File: src/rtl/hex_scan_controller.sv
// hex_scan_controller: shares one hex_decoder across DIGITS seven-segment displays.
// Optional macro HEX_SCAN_LEADING_ZERO_BLANK_EN blanks digits above the most significant nonzero nibble.

module hex_decoder (
  input  logic [3:0] i_nibble,
  output logic [6:0] o_seg_c
);
  // Active-low segments, bit 0 = segment a
  always_comb begin
    o_seg_c = 7'h7F;
    case (i_nibble)
      4'h0: o_seg_c = 7'h40;
      4'h1: o_seg_c = 7'h79;
      4'h2: o_seg_c = 7'h24;
      4'h3: o_seg_c = 7'h30;
      4'h4: o_seg_c = 7'h19;
      4'h5: o_seg_c = 7'h12;
      4'h6: o_seg_c = 7'h02;
      4'h7: o_seg_c = 7'h78;
      4'h8: o_seg_c = 7'h00;
      4'h9: o_seg_c = 7'h10;
      4'hA: o_seg_c = 7'h08;
      4'hB: o_seg_c = 7'h03;
      4'hC: o_seg_c = 7'h46;
      4'hD: o_seg_c = 7'h21;
      4'hE: o_seg_c = 7'h06;
      4'hF: o_seg_c = 7'h0E;
      default: o_seg_c = 7'h7F;
    endcase
  end
endmodule

module hex_scan_controller #(
  parameter int unsigned DIGITS      = 6,
  parameter int unsigned STEP_CYCLES = 1
) (
  input  logic                  i_clock,
  input  logic                  i_reset,
  input  logic                  i_load,
  input  logic [4*DIGITS-1:0]   i_value,
  output logic                  o_busy,
  output logic                  o_done,
  output logic [7*DIGITS-1:0]   o_seg
);
  localparam int unsigned IDX_W = (DIGITS > 1) ? $clog2(DIGITS) : 1;
  localparam int unsigned DW_W  = (STEP_CYCLES > 1) ? $clog2(STEP_CYCLES) : 1;
  localparam logic [IDX_W-1:0] LAST_IDX = IDX_W'(DIGITS - 1);
  localparam logic [DW_W-1:0]  LAST_DW  = DW_W'(STEP_CYCLES - 1);

  typedef enum logic [1:0] {S_IDLE, S_SCAN, S_DONE} state_t;

  state_t              r_state;
  logic [IDX_W-1:0]    r_index;
  logic [DW_W-1:0]     r_dwell;
  logic [4*DIGITS-1:0] r_value;
  logic                r_busy;
  logic                r_done;
  logic [7*DIGITS-1:0] r_seg;

  logic [3:0] w_nibble;
  logic [6:0] w_dec;
  logic [6:0] w_digit;

  // Select the captured nibble for the digit currently being scanned
  always_comb begin
    w_nibble = 4'h0;
    for (int k = 0; k < DIGITS; k++) begin
      if (r_index == IDX_W'(k)) w_nibble = r_value[4*k +: 4];
    end
  end

  hex_decoder u_dec (
    .i_nibble (w_nibble),
    .o_seg_c  (w_dec)
  );

`ifdef HEX_SCAN_LEADING_ZERO_BLANK_EN
  logic [IDX_W-1:0] r_msd;
  logic [IDX_W-1:0] w_msd;

  // Highest nonzero nibble of the incoming value; 0 when the value is all zero
  always_comb begin
    w_msd = '0;
    for (int k = 0; k < DIGITS; k++) begin
      if (i_value[4*k +: 4] != 4'h0) w_msd = IDX_W'(k);
    end
  end

  always_ff @(posedge i_clock) begin
    if (i_reset) begin
      r_msd <= '0;
    end else if (r_state == S_IDLE && i_load) begin
      r_msd <= w_msd;
    end
  end

  assign w_digit = (r_index > r_msd) ? 7'h7F : w_dec;
`else
  assign w_digit = w_dec;
`endif

  always_ff @(posedge i_clock) begin
    if (i_reset) begin
      r_state <= S_IDLE;
      r_busy  <= 1'b0;
      r_done  <= 1'b0;
      r_seg   <= {DIGITS{7'h7F}};
      r_index <= '0;
      r_dwell <= '0;
      r_value <= '0;
    end else begin
      r_done <= 1'b0;
      case (r_state)
        S_IDLE: begin
          if (i_load) begin
            r_value <= i_value;
            r_index <= '0;
            r_dwell <= '0;
            r_busy  <= 1'b1;
            r_state <= S_SCAN;
          end
        end
        S_SCAN: begin
          if (r_dwell == LAST_DW) begin
            r_dwell <= '0;
            for (int k = 0; k < DIGITS; k++) begin
              if (r_index == IDX_W'(k)) r_seg[7*k +: 7] <= w_digit;
            end
            if (r_index == LAST_IDX) begin
              r_busy  <= 1'b0;
              r_done  <= 1'b1;
              r_state <= S_DONE;
            end else begin
              r_index <= r_index + IDX_W'(1);
            end
          end else begin
            r_dwell <= r_dwell + DW_W'(1);
          end
        end
        S_DONE:  r_state <= S_IDLE;
        default: r_state <= S_IDLE;
      endcase
    end
  end

  assign o_busy = r_busy;
  assign o_done = r_done;
  assign o_seg  = r_seg;

endmodule

File: config.mk
export PLATFORM = sky130hd
export DESIGN_NAME = hex_scan_controller
export DESIGN_NICKNAME = d
export VERILOG_FILES = /design/src/rtl/hex_scan_controller.sv
export SDC_FILE = /design/constraint.sdc
export NUM_CORES = 1
export LEC_CHECK = 0
export BUFFER_PORTS_ARGS = -buffer_cell sky130_fd_sc_hd__buf_2
export CAP_MARGIN = 15
export CORE_AREA = 3 3 117 63
export DETAILED_ROUTE_END_ITERATION = 8
export DIE_AREA = 0 0 120 66
export PLACE_DENSITY = 0.74
export SETUP_SLACK_MARGIN = 0.05
export SLEW_MARGIN = 20
export SYNTH_ARGS = -nofsm -noshare
export SYNTH_HDL_FRONTEND = slang
export SYNTH_SLANG_ARGS = --single-unit
File: constraint.sdc
create_clock -name i_clock -period 2.9 [get_ports i_clock]
set_input_delay 0.29 -clock i_clock [delete_from_list [all_inputs] [get_ports i_clock]]
set_output_delay 0.29 -clock i_clock [all_outputs]
set_load 0.01 [all_outputs]
==> impl_metrics.sql <==
INSERT INTO impl_metrics (metric_group, metric, value, unit) VALUES
('sta', 'finalHoldWorstSlack', '198.2', 'ps'),
('detailed_routing', 'detail_route.vias_per_cell', '5.561', ''),
('clock_network', 'clkTransAtPathRegs', '60', 'ps'),
('sta', 'timing_max_transition_violations_final', '0', ''),
('synthesis', 'yosys_warnings', '0', ''),
('power', 'static_leakage_power', '1.596', 'nW'),
('sta', 'final-setup-viol-count', '0', ''),
('layout', 'drive_above_1_share', '0.2832', ''),
('global_route', 'grt_pass1_vias', '2611', ''),
('worst_setup_path', 'regToRegEndpoint', 'o_seg[38]', ''),
('floorplan', 'die_width', '120', 'µm'),
('placement', 'detailed_place_hpwl', '6352', 'µm'),
('placement', 'buffer_ports.inserted', '70', ''),
('global_route', 'antenna_violations_before_repair', '0', ''),
('clock_network', 'cts.sink_count', '73', ''),
('synthesis', 'synth_enable_flop_cells', '0', ''),
('detailed_routing', 'avgRoutedWirePerCell', '16.34', 'µm'),
('worst_setup_path', 'timing.reg2reg.setup_slack', '130', 'ps'),
('layout', 'antenna_cells_inserted', '0', ''),
('clock_network', 'insertion_delay', '330', 'ps'),
('sta', 'timing.fmax', '360.4', 'MHz'),
('synthesis', 'mappedNetlistNets', '408', ''),
('synthesis', 'yosys.area.top_type_share', '0.4644', ''),
('clock_network', 'post_cts_hold_buffer_count', '0', ''),
('sta', 'worstMarginPinSlew', '801.4', 'ps'),
('floorplan', 'placementRows', '21', ''),
('status', 'outcome', 'finished clean', ''),
('synthesis', 'synth_seq_area_share', '0.4644', ''),
('worst_setup_path', 'path_max_fanout', '7', ''),
('synthesis', 'syn-cell-area', '3147', 'µm²'),
('sta', 'maxSlewHeadroom', '0.4644', ''),
('clock_network', 'clock_tree.root_cell', 'sky130_fd_sc_hd__clkbuf_16', ''),
('worst_setup_path', 'worstSetupStartpointType', 'register', ''),
('clock_network', 'cts_inserted_buffers', '9', ''),
('sta', 'finalCritPeriodShare', '0.9567', ''),
('worst_setup_path', 'crit_required', '3090', 'ps'),
('global_route', 'grt_first_pass_wirelength', '13590', 'µm'),
('layout', 'finalNonFillerCells', '544', ''),
('synthesis', 'syn_inst', '370', ''),
('detailed_routing', 'ant_nets', '0', ''),
('synthesis', 'ys_top_cells_by_area', 'sky130_fd_sc_hd__dfxtp_1 (46%), sky130_fd_sc_hd__nand2_1 (8.1%), sky130_fd_sc_hd__a21oi_1 (7.0%)', ''),
('power', 'power.density_cell_area', '629.9', 'nW/µm²'),
('layout', 'finish.utilization', '0.6175', ''),
('layout', 'num-nets-final', '485', ''),
('synthesis', 'netlist.top_cell.by_area', 'sky130_fd_sc_hd__dfxtp_1', ''),
('worst_setup_path', 'critPathCaptureType', 'register', ''),
('floorplan', 'die_footprint', '7920', 'µm²'),
('sta', 'setup_clock_skew_after_layout', '9.239', 'ps'),
('worst_setup_path', 'crit_arrival', '2960', 'ps'),
('detailed_routing', 'firstDrtPassIters', '5', ''),
('global_route', 'grt_use_total', '0.2214', ''),
('layout', 'syn2layout_area_growth', '27.36', '%'),
('global_route', 'grt_start_max_net_pins', '42', ''),
('detailed_routing', 'via_total_after_detailed_routing', '3025', ''),
('worst_setup_path', 'reg2reg_depth', '11', ''),
('worst_setup_path', 'r2r-start', 'r_index[0]', ''),
('floorplan', 'boundaryPins', '71', ''),
('synthesis', 'netlist-cell-type-count', '43', ''),
('synthesis', 'synthesis.area_per_instance', '8.505', 'µm²'),
('worst_setup_path', 'timing.critical_path.from', 'r_index[0]', ''),
('clock_network', 'cts_tree', 'built', ''),
('floorplan', 'core', '6490', 'µm²'),
('placement', 'placedCellCount', '518', ''),
('worst_setup_path', 'critical_path.endpoint', 'o_seg[38]', ''),
('min_path', 'holdCritPathClass', 'primary input to register', ''),
('detailed_routing', 'drt_wl_total', '8890', 'µm'),
('sta', 'post-route-min-period', '2774', 'ps'),
('power', 'irDropWorstVdd', '0.4812', 'mV'),
('synthesis', 'synth_async_sr_flop_share', '0', ''),
('synthesis', 'flip_flop_cell_with_the_highest_count_after_synthesis', 'sky130_fd_sc_hd__dfxtp_1', ''),
('detailed_routing', 'remaining_drc_errors', '0', ''),
('clock_network', 'clockBufferDepth', '2', ''),
('synthesis', 'yosys_register_bits', '73', ''),
('worst_setup_path', 'critPathKind', 'register to register', ''),
('placement', 'gp_congestion', '0.8706', ''),
('sta', 'grt_setup_unrepaired', 'false', ''),
('sta', 'total_negative_setup_slacks', '0', 'ps'),
('sta', 'final_hold_viol_count', '0', ''),
('floorplan', 'dieHeight', '66', 'µm'),
('clock_network', 'cts.htree.levels', '3', ''),
('global_route', 'grt_overflow', '0', ''),
('job', 'max-cap-violations', '0', ''),
('floorplan', 'initial_core_util', '0.4849', ''),
('detailed_routing', 'dr.first_iter.drc_count', '271', '');
[critical path, stage by stage, from the launching register on]
cell	delay [ps]
sky130_fd_sc_hd__dfxtp_1	370
sky130_fd_sc_hd__ha_1	230
sky130_fd_sc_hd__ha_1	220
sky130_fd_sc_hd__buf_4	190
sky130_fd_sc_hd__a211oi_2	190
sky130_fd_sc_hd__o21ai_1	140
sky130_fd_sc_hd__a32oi_4	360
sky130_fd_sc_hd__buf_4	190
sky130_fd_sc_hd__mux2_2	340
sky130_fd_sc_hd__a2bb2oi_1	150
sky130_fd_sc_hd__buf_4	180
sky130_fd_sc_hd__a21oi_1	80
[timing repair]
| action | 4_1_cts | 5_1_grt |
|---|---|---|
| pin swaps | 0 | 3 |
| gates resized for setup | 2 | 7 |
| setup endpoints to repair | 42 | 42 |
| buffers inserted | 0 | 10 |
[area by class of cell]
type / instances / area [µm²]
sequential: 73 / 1461
fill: 567 / 2482
clock inverter: 7 / 77.57
clock buffer: 9 / 225.2
tap: 92 / 115.1
multi-input combinational: 262 / 1579
timing repair buffer: 92 / 515.5
inverter: 9 / 33.78
[kinds of logic after synthesis]
logic type,after synthesis,share of synthesized area
AOI/OAI and AO/OA,100,0.2107
xor gates and xnor gates,1,0.002784
adders and majority gates,11,0.04374
and+or+nand+nor,144,0.2084
DFF,73,0.4644
buffers and inverters,35,0.05050
muxes,6,0.01948
[Yosys cell counts (2+ instances only)]
cell,n
sky130_fd_sc_hd__o21ai_2,7
sky130_fd_sc_hd__buf_2,4
sky130_fd_sc_hd__nor2_1,17
sky130_fd_sc_hd__nor2b_1,4
sky130_fd_sc_hd__nand3b_1,7
sky130_fd_sc_hd__dfxtp_1,73
sky130_fd_sc_hd__buf_1,2
sky130_fd_sc_hd__nand2_1,68
sky130_fd_sc_hd__o21ai_1,3
sky130_fd_sc_hd__clkbuf_1,16
sky130_fd_sc_hd__and3_1,5
sky130_fd_sc_hd__or2_1,3
sky130_fd_sc_hd__nand3_1,3
sky130_fd_sc_hd__buf_6,2
sky130_fd_sc_hd__o211ai_1,6
sky130_fd_sc_hd__inv_1,8
sky130_fd_sc_hd__mux2i_1,5
sky130_fd_sc_hd__a21oi_1,44
sky130_fd_sc_hd__ha_1,11
sky130_fd_sc_hd__a31oi_1,25
sky130_fd_sc_hd__buf_4,2
sky130_fd_sc_hd__and2_1,2
sky130_fd_sc_hd__nor3_1,31
sky130_fd_sc_hd__a311oi_2,2
sky130_fd_sc_hd__a221oi_1,2
[power by group]
group	leakage [nW]	internal [W]	total, W	switching, W
sequential	0.596	0.00104	0.00107	0.0000293
clock	0.146	0.000673	0.00111	0.000434
combinational	0.853	0.000134	0.000345	0.000211
[worst min path at each step]
stage               cells after the start         from  slack, ps     endpoint
detailed placement                      2   r_value[5]        450   r_value[5]
global placement                        2    o_seg[35]        450    o_seg[35]
finish                                  3   i_value[6]        200   r_value[6]
CTS                                     3   i_value[7]        190   r_value[7]
floorplan                               2   i_value[0]        430   r_value[0]
global route                            3  i_value[10]        200  r_value[10]
[layout by cell type (no fill, tap or decap), drive strengths merged, types with 2 or more instances in the layout]
master / netlist / routed
dfxtp: 73 / 73
a31oi: 25 / 25
clkbuf: 16 / 9
nand3b: 7 / 7
a221oi: 2 / 2
a21oi: 44 / 44
and2: 2 / 2
nand2: 68 / 68
or2: 4 / 4
and3: 5 / 5
buf: 10 / 92
o21ai: 11 / 11
mux2i: 5 / 5
nor2b: 4 / 4
a211oi: 2 / 2
a311oi: 3 / 3
nand3: 3 / 3
o211ai: 6 / 6
inv: 9 / 11
ha: 11 / 11
clkinv: 0 / 3
nor3: 31 / 31
nor2: 17 / 17
[layer usage]
| layer | share of wire | global-route usage | wire length [µm] | up-vias |
|---|---|---|---|---|
| li1 | - | - | - | 1460 |
| met1 | 0.51 | 0.3370 | 4497 | 1396 |
| met2 | 0.39 | 0.2956 | 3435 | 152 |
| met3 | 0.097 | 0.07094 | 859 | 17 |
| met4 | 0.011 | 0.05278 | 98 | 0 |
| met5 | 0 | 0 | 0 | - |
[registers in the layout, indices dropped and copies added, names as in the netlist]
signal / cells
o_seg: 42
o_busy: 1
o_done: 1
r_state: 2
r_index: 3
r_value: 24
[through the flow]
stage / worst slack (ps) / total power (W) / cell area, µm²
after detailed placement: -86.44 / 0.001396 / 3577
after global placement: 70.36 / 0.001389 / 3577
after CTS: 51.05 / 0.002498 / 3894
final: 125.7 / 0.002525 / 4008
after global routing: 3.436 / 0.002622 / 4008
after floorplan: 213.6 / 0.001292 / 3147
No activity file was read; power rests on OpenSTA's default activity.
